File: src/rtl/cpu_defs.sv
// rtl/cpu_defs.sv - shared widths, defaults and arbiter state encoding
package cpu_defs;
  localparam int DW               = 32;
  localparam int AW_DEF           = 10;
  localparam int STARVE_LIMIT_DEF = 4;

  typedef enum logic [1:0] {
    ST_IDLE   = 2'd0,
    ST_CPU_RD = 2'd1,
    ST_DMA_RD = 2'd2
  } arb_state_e;
endpackage

File: src/rtl/arb_starve_counter.sv
// rtl/arb_starve_counter.sv - saturating count of CPU grants taken while the DMA waits
module arb_starve_counter
  import cpu_defs::*;
#(
  parameter int LIMIT = STARVE_LIMIT_DEF,
  parameter int CW    = $clog2(LIMIT + 1)
) (
  input  logic clk_i,
  input  logic rst_i,
  input  logic cpu_gnt_i,
  input  logic dma_gnt_i,
  input  logic dma_req_i,
  output logic starved_o
);
  localparam logic [CW-1:0] LIMIT_C = CW'(LIMIT);

  logic [CW-1:0] cnt_q, cnt_d;

  always_comb begin
    cnt_d = cnt_q;
    if (dma_gnt_i || !dma_req_i) begin
      cnt_d = '0;
    end else if (cpu_gnt_i && (cnt_q < LIMIT_C)) begin
      cnt_d = cnt_q + CW'(1);
    end
  end

  always_ff @(posedge clk_i or posedge rst_i) begin
    if (rst_i) begin
      cnt_q <= '0;
    end else begin
      cnt_q <= cnt_d;
    end
  end

  assign starved_o = (cnt_q >= LIMIT_C);
endmodule

File: src/rtl/ram_port_arbiter.sv
// rtl/ram_port_arbiter.sv - single-port RAM shared between CPU and DMA with starvation guard
module ram_port_arbiter
  import cpu_defs::*;
#(
  parameter int STARVE_LIMIT = STARVE_LIMIT_DEF,
  parameter int AW           = AW_DEF
) (
  input  logic          MAX10_CLK1_50,
  input  logic          reset,
  input  logic          cpu_req,
  input  logic          cpu_we,
  input  logic [AW-1:0] cpu_addr,
  input  logic [DW-1:0] cpu_wdata,
  output logic [DW-1:0] cpu_rdata,
  output logic          cpu_stall,
  input  logic          dma_req,
  input  logic          dma_we,
  input  logic [AW-1:0] dma_addr,
  input  logic [DW-1:0] dma_wdata,
  output logic          dma_gnt,
  output logic          dma_rvalid,
  output logic [DW-1:0] dma_rdata,
  output logic [AW-1:0] ram_address,
  output logic [DW-1:0] ram_data,
  output logic          ram_rden,
  output logic          ram_wren,
  input  logic [DW-1:0] ram_q
);
  arb_state_e state_q, state_d;
  logic       starved;
  logic       cpu_win;
  logic       dma_win;

  arb_starve_counter #(.LIMIT(STARVE_LIMIT)) u_starve (
    .clk_i     (MAX10_CLK1_50),
    .rst_i     (reset),
    .cpu_gnt_i (cpu_win),
    .dma_gnt_i (dma_win),
    .dma_req_i (dma_req),
    .starved_o (starved)
  );

  // Everything is gated by reset so outputs drop to zero the instant reset rises.
  always_comb begin
    state_d     = state_q;
    cpu_win     = 1'b0;
    dma_win     = 1'b0;
    ram_address = '0;
    ram_data    = '0;
    ram_rden    = 1'b0;
    ram_wren    = 1'b0;
    cpu_rdata   = '0;
    cpu_stall   = 1'b0;
    dma_gnt     = 1'b0;
    dma_rvalid  = 1'b0;
    dma_rdata   = '0;
    if (!reset) begin
      unique case (state_q)
        ST_IDLE: begin
          cpu_win = cpu_req && !starved;
          dma_win = dma_req && !cpu_win;
          if (cpu_win) begin
            ram_address = cpu_addr;
            ram_wren    = cpu_we;
            ram_rden    = !cpu_we;
            if (cpu_we) begin
              ram_data = cpu_wdata;
            end else begin
              state_d = ST_CPU_RD;
            end
          end else if (dma_win) begin
            dma_gnt     = 1'b1;
            ram_address = dma_addr;
            ram_wren    = dma_we;
            ram_rden    = !dma_we;
            if (dma_we) begin
              ram_data = dma_wdata;
            end else begin
              state_d = ST_DMA_RD;
            end
          end
        end
        ST_CPU_RD: begin
          cpu_rdata = ram_q;
          state_d   = ST_IDLE;
        end
        ST_DMA_RD: begin
          dma_rdata  = ram_q;
          dma_rvalid = 1'b1;
          state_d    = ST_IDLE;
        end
        default: state_d = ST_IDLE;
      endcase
      cpu_stall = cpu_req && !((cpu_win && cpu_we) || (state_q == ST_CPU_RD));
    end
  end

  always_ff @(posedge MAX10_CLK1_50 or posedge reset) begin
    if (reset) begin
      state_q <= ST_IDLE;
    end else begin
      state_q <= state_d;
    end
  end
endmodule

File: config.mk
export PLATFORM = sky130hd
export DESIGN_NAME = ram_port_arbiter
export DESIGN_NICKNAME = d
export VERILOG_FILES = /design/src/rtl/cpu_defs.sv /design/src/rtl/arb_starve_counter.sv /design/src/rtl/ram_port_arbiter.sv
export SDC_FILE = /design/constraint.sdc
export NUM_CORES = 1
export LEC_CHECK = 0
export CAP_MARGIN = 20
export CORE_AREA = 2 2 91 93
export CTS_CLUSTER_DIAMETER = 60
export DETAILED_ROUTE_END_ITERATION = 12
export DIE_AREA = 0 0 93 95
export GPL_TIMING_DRIVEN = 1
export PLACE_DENSITY = 0.67
export SYNTH_ARGS = -nofsm -noshare
export SYNTH_HDL_FRONTEND = slang
export SYNTH_SLANG_ARGS = --single-unit
File: constraint.sdc
create_clock -name MAX10_CLK1_50 -period 2.6 [get_ports MAX10_CLK1_50]
set_clock_uncertainty 0.1 [all_clocks]
set_input_delay 0.26 -clock MAX10_CLK1_50 [delete_from_list [all_inputs] [get_ports MAX10_CLK1_50]]
set_output_delay 0.26 -clock MAX10_CLK1_50 [all_outputs]
set_load 0.01 [all_outputs]
# --- After elaboration in Yosys (flattened, before gate mapping) ---
# Cells that the tools add are included.
totals:
  reg_bits: 5
  latchBits: 0
  mem_bits_rw: 0
  romBits: 0
  in_bits: 122
  out_inout_bits: 111
  word_cells: 68
  memories: 0
op_classes:
  addsub: 1
  n_mul: 0
  n_div: 0
  n_lt_le_gt_ge: 2
  eq_ne: 5
  shift: 0
  n_mux: 41
  bitwise: 1
  n_reduce_logical: 16
ops:
  columns: ["op", "n"]
  rows:
  - ["$mux W32", 10]
  - ["$mux W10", 4]
  - ["$mux W1", 20]
  - ["$mux W2", 5]
  - ["$ne A3 B3 Y1 const B", 3]
  - ["$logic_not A1 Y1", 6]
  - ["$mux W3", 2]
  - ["$logic_and A1 B1 Y1", 5]
  - ["$reduce_and A4 Y1", 1]
  - ["$add A3 B1 Y3 const B", 1]
  - ["$ge A3 B3 Y1 const B", 1]
  - ["$lt A3 B3 Y1 const B", 1]
  - ["$eq A2 B1 Y1 const B", 1]
  - ["$eq A2 B2 Y1 const B", 1]
  - ["$logic_not A2 Y1", 1]
  - ["$logic_or A1 B1 Y1", 2]
  - ["$reduce_bool A2 Y1", 1]
  - ["$not A1 Y1", 1]

# --- Logic depth before layout (Yosys ltp) ---
logic_depth:
  ltp_word: 10
  mapped_depth: 6
  ltp_nobuf: 3

# --- Cells and area by module ---
# From an unflattened synthesis, not the netlist that was laid out.
unflattened:
  hier_cells: 193
  area_unflattened_um2: 1320.0
modules_own_cells:
  columns: ["mod", "instances", "cells_each", "area_per_inst_um2", "seq_area_each_um2"]
  rows:
  - ["ram_port_arbiter", 1, 176, 1149.9, 50.0]
  - ["arb_starve_counter", 1, 17, 170.2, 75.1]

# --- Worst setup path before layout ---
# OpenSTA, ideal clock, no wires.
synth_timing:
  path_kind: "reg-to-output"
  start: "register state_q[0]"
  end: "output port ram_data[10]"
  t_arrival_ps: 1529
  t_required_ps: 2240
  slack_ps: 711
  path_stages_with_launch: 6
  path_buffers: 2
  cell_sequence: "dfrtp_1 > or3_1 > buf_6 > nor3_4 > buf_6 > a22o_1"
synth_via:
  elab_chain_cells: 3
synth_lines:
  columns: ["item", "line_no", "text"]
  rows:
  - ["from (decl)", "ram_port_arbiter.sv:29", "arb_state_e state_q, state_d;"]
  - ["from (signal assigned)", "ram_port_arbiter.sv:102", "state_q <= state_d;"]
  - ["$logic_not A2 Y1", "ram_port_arbiter.sv:58", "unique case (state_q)"]
  - ["$mux W32", "ram_port_arbiter.sv:58", null]
  - ["$mux W32", "ram_port_arbiter.sv:57", "if (!reset) begin"]
  - ["to (decl)", "ram_port_arbiter.sv:24", "output logic [DW-1:0] ram_data,"]
# No other way between the ends.

# --- Worst setup path in the final report ---
layout_timing:
  start: "input port cpu_req"
  end: "output port ram_data[16]"
layout_via:
  elab_chain_cells: 7
layout_lines:
  columns: ["item", "line_no", "text"]
  rows:
  - ["from (decl)", "ram_port_arbiter.sv:10", "input logic cpu_req,"]
  - ["$logic_and A1 B1 Y1 *", "ram_port_arbiter.sv:60", "cpu_win = cpu_req && !starved;"]
  - ["$logic_not A1 Y1", "ram_port_arbiter.sv:61", "dma_win = dma_req && !cpu_win;"]
  - ["$logic_and A1 B1 Y1", "ram_port_arbiter.sv:61", null]
  - ["$mux W32", "ram_port_arbiter.sv:71", "end else if (dma_win) begin"]
  - ["$mux W32 *", "ram_port_arbiter.sv:62", "if (cpu_win) begin"]
  - ["$mux W32 *", "ram_port_arbiter.sv:58", null]
  - ["$mux W32 *", "ram_port_arbiter.sv:57", null]
# Every way passes the cells marked *; elsewhere a longest branch is shown, timed or not.

==> out/results.tsv <==
stage	metric	value	unit
hold_path	worstHoldPathType	primary input to asynchronous set/reset pin	
global_routing	grt_pass1_wl	10.62	mm
timing	relSlewSlack	84.70	%
finish	nets	526	
placed_design	globalplace.congestion	0.7509	
setup_path	start_kind	primary input	
finish	syn_to_final_growth	211.0	%
timing	rsz0062_at_grt	false	
synth	synth_xor_area_share	0	%
timing	fmax	396.1	MHz
synth	netlist_instances	167	
detailed_routing	wl	7.604	mm
power_and_ir_drop	total_power	0.7253	mW
synth	muxShareOfSynthArea	0	%
run	cap_violations	0	
synth	ys_types	28	
synth	ys.flop_type	dfrtp_1	
synth	netlist.area_leader.share	16.80	%
synth	syn_nets	290	
cts	clock_path_buffers	2	
synth	netlist_top_cells_area	and3_1 17%, a22o_2 17%, and2_1 16%, a22o_1 15%, dfrtp_1 9.9%	
cts	cts_tree	yes	
floorplan	dieHeight	95	um
setup_path	crit_fanout	8	
synth	synth_async_sr_flop_share	100.0	%
synth	yosysTopAreaCell	and3_1	
global_routing	grtUsageTotal	14.59	%
synth	synth_seq_cells	5	
finish	diodes	0	
setup_path	cp_data_required_time	2.24	ns
detailed_routing	drt-wirelength-per-cell	15.00	um
synth	synth_edf_count	0	
timing	hold_viol	0	
synth	syn_area	0.001266	mm2
cts	numCtsBuffers	3	
global_routing	grt_pass1_vias	2175	
cts	root_buffer	clkbuf_8	
synth	yosys-top-cells-count	34 x and3_1, 33 x and2_1, 22 x a22o_1, 21 x a22o_2, 12 x clkbuf_1	
timing	hold_ws	0.3489	ns
cts	cts-hold-fix-buffers	0	
timing	fin_crit_sh	97.11	%
placed_design	hpwlAfterDp	5.945	mm
synth	yosys.area_share.simple	43.38	%
floorplan	die_area	0.008835	mm2
global_routing	met1_usage	16.90	%
synth	synth_area_per_cell	7.582	um2
timing	min_period	2.525	ns
synth	synth_top_family_by_area	simple AND/OR/NAND/NOR gates	
power_and_ir_drop	p_leak	2.101	nW
timing	tightest_slew	0.2274	ns
synth	seq_area_frac_synth	9.881	%
power_and_ir_drop	p_per_area	184.2	mW/mm2
timing	setup-tns-final	0	ns
detailed_routing	vias	2279	
detailed_routing	drt_iter0_drc	32	
timing	setup_viol	0	
run_status	status	finished, final reports clean	
global_routing	antenna_found_initial	0	
floorplan	initial_core_util	15.97	%
setup_path	arrival	2.16	ns
cts	insertion_delay	0.22	ns
floorplan	io_pins	233	
detailed_routing	drt_first_pass_iters	4	
detailed_routing	viasPerCell	4.495	
finish	fin_util	49.67	%
global_routing	use_met2	26.39	%
placed_design	io_buffers	232	
finish	drive_above_1_share	12.69	%
setup_path	worst_setup_path_end_kind	output pin	
detailed_routing	drc	0	
finish	layoutNonFillerInstCount	507	
global_routing	grt_overflow_total	0	
cts	h-tree-depth	1	
synth	yosysWarnings	0	
synth	yosysMostFrequentCell	and3_1	
global_routing	grtUsageMet3	5.188	%
global_routing	grt_max_degree	33	
cts	cts_sinks	5	
synth	synthAdderAreaFrac	0.9881	%
power_and_ir_drop	ir_drop	0.1460	mV
floorplan	core_area	0.007928	mm2
global_routing	top_usage_layer	met2	
timing	slew_violations	0	
cts	path_clk_slew	0.04	ns
floorplan	die_x	93	um
placed_design	place_inst	499	
setup_path	worstSetupPathType	primary input to output pin	
floorplan	num_rows	33	
detailed_routing	antenna_left	0	
synth	synth_compound_area_share	35.57	%
where the power goes:
part | switching (mW) | internal, mW | leakage [nW]
sequential | 0.00228 | 0.0821 | 0.0682
clock | 0.0365 | 0.105 | 0.0228
combinational | 0.170 | 0.329 | 2.01
total | 0.209 | 0.517 | 2.10
sequential cells by signal, summed over array words and instances (netlist names):
signal	cells
u_starve.cnt_q	3
state_q	2
path summary, 6_finish.rpt:
check / depth (start not counted) / endpoint / slack [ns] / start
worst max-delay path: 8 / ram_data[16] / 0.08 / cpu_req
worst min-delay path: 3 / u_starve.cnt_q[0]$_DFFE_PP0P_ / 0.35 / reset
worst max register to register: 5 / u_starve.cnt_q[2]$_DFFE_PP0P_ / 1.26 / state_q[1]$_DFFE_PP0P_
worst min register to register: 2 / u_starve.cnt_q[1]$_DFFE_PP0P_ / 0.42 / u_starve.cnt_q[1]$_DFFE_PP0P_
max in group asynchronous: 3 / state_q[1]$_DFFE_PP0P_ / 1.87 / reset
min in group MAX10_CLK1_50: 2 / u_starve.cnt_q[1]$_DFFE_PP0P_ / 0.42 / u_starve.cnt_q[1]$_DFFE_PP0P_
layer usage:
layer | share of wire (%) | wire (um) | up-vias
met1 | 38 | 2922 | 1030
met2 | 49 | 3729 | 144
met5 | 0 | 0 | -
met3 | 12 | 911 | 4
li1 | - | - | 1101
met4 | 0.53 | 40 | 0
cell usage in the layout, fill, tap and decap left out, types with 2 or more instances in the layout:
cell | netlist | layout
clkdlybuf4s50_1 | 0 | 204
and3_1 | 34 | 33
and2_1 | 33 | 33
dlymetal6s2s_1 | 0 | 28
a22o_1 | 22 | 22
a22o_2 | 21 | 21
buf_4 | 0 | 14
dfrtp_1 | 5 | 5
nand3_1 | 4 | 4
nand2_1 | 4 | 4
clkbuf_8 | 0 | 3
buf_6 | 5 | 3
o21ai_0 | 2 | 2
inv_1 | 2 | 2
nor2_1 | 2 | 2
a21oi_1 | 2 | 2
buf_12 | 0 | 2
cell families after synthesis:
group / after synthesis
DFF: 5
adders and majority gates: 1
AOI/OAI and AO/OA: 50
and+or+nand+nor: 88
buffers and inverters: 23
critical path, cell delays in order:
cell             delay (ns)
clkdlybuf4s50_1        0.44
nor2b_2                0.18
buf_4                  0.16
nor3_4                 0.20
buf_6                  0.14
buf_6                  0.12
a22o_2                 0.14
clkdlybuf4s50_1        0.52
what timing repair did:
| action | in CTS | in global routing |
|---|---|---|
| pin swaps | 0 | 1 |
| gates resized for setup | 1 | 33 |
| endpoints found under the setup margin | 2 | 40 |
| setup buffers | 0 | 2 |
| gates cloned | 0 | 2 |
area by class of cell:
cell class                 count  area (um2)
inverter                       2       7.507
clock buffer                   4       45.04
multi-input combinational    139        1032
sequential                     5       125.1
timing repair buffer         252        2596
tap                          105       131.4
fill                         753        3990
per-stage QoR:
step	setup slack [ns]	area, um2
floorplan	0.7108	1266
global placement	0.03262	3749
detailed placement	0.006392	3749
CTS	0.004601	3795
global route	0.001988	3938
finish	0.07522	3938
Power figures use the tool's default switching activity.
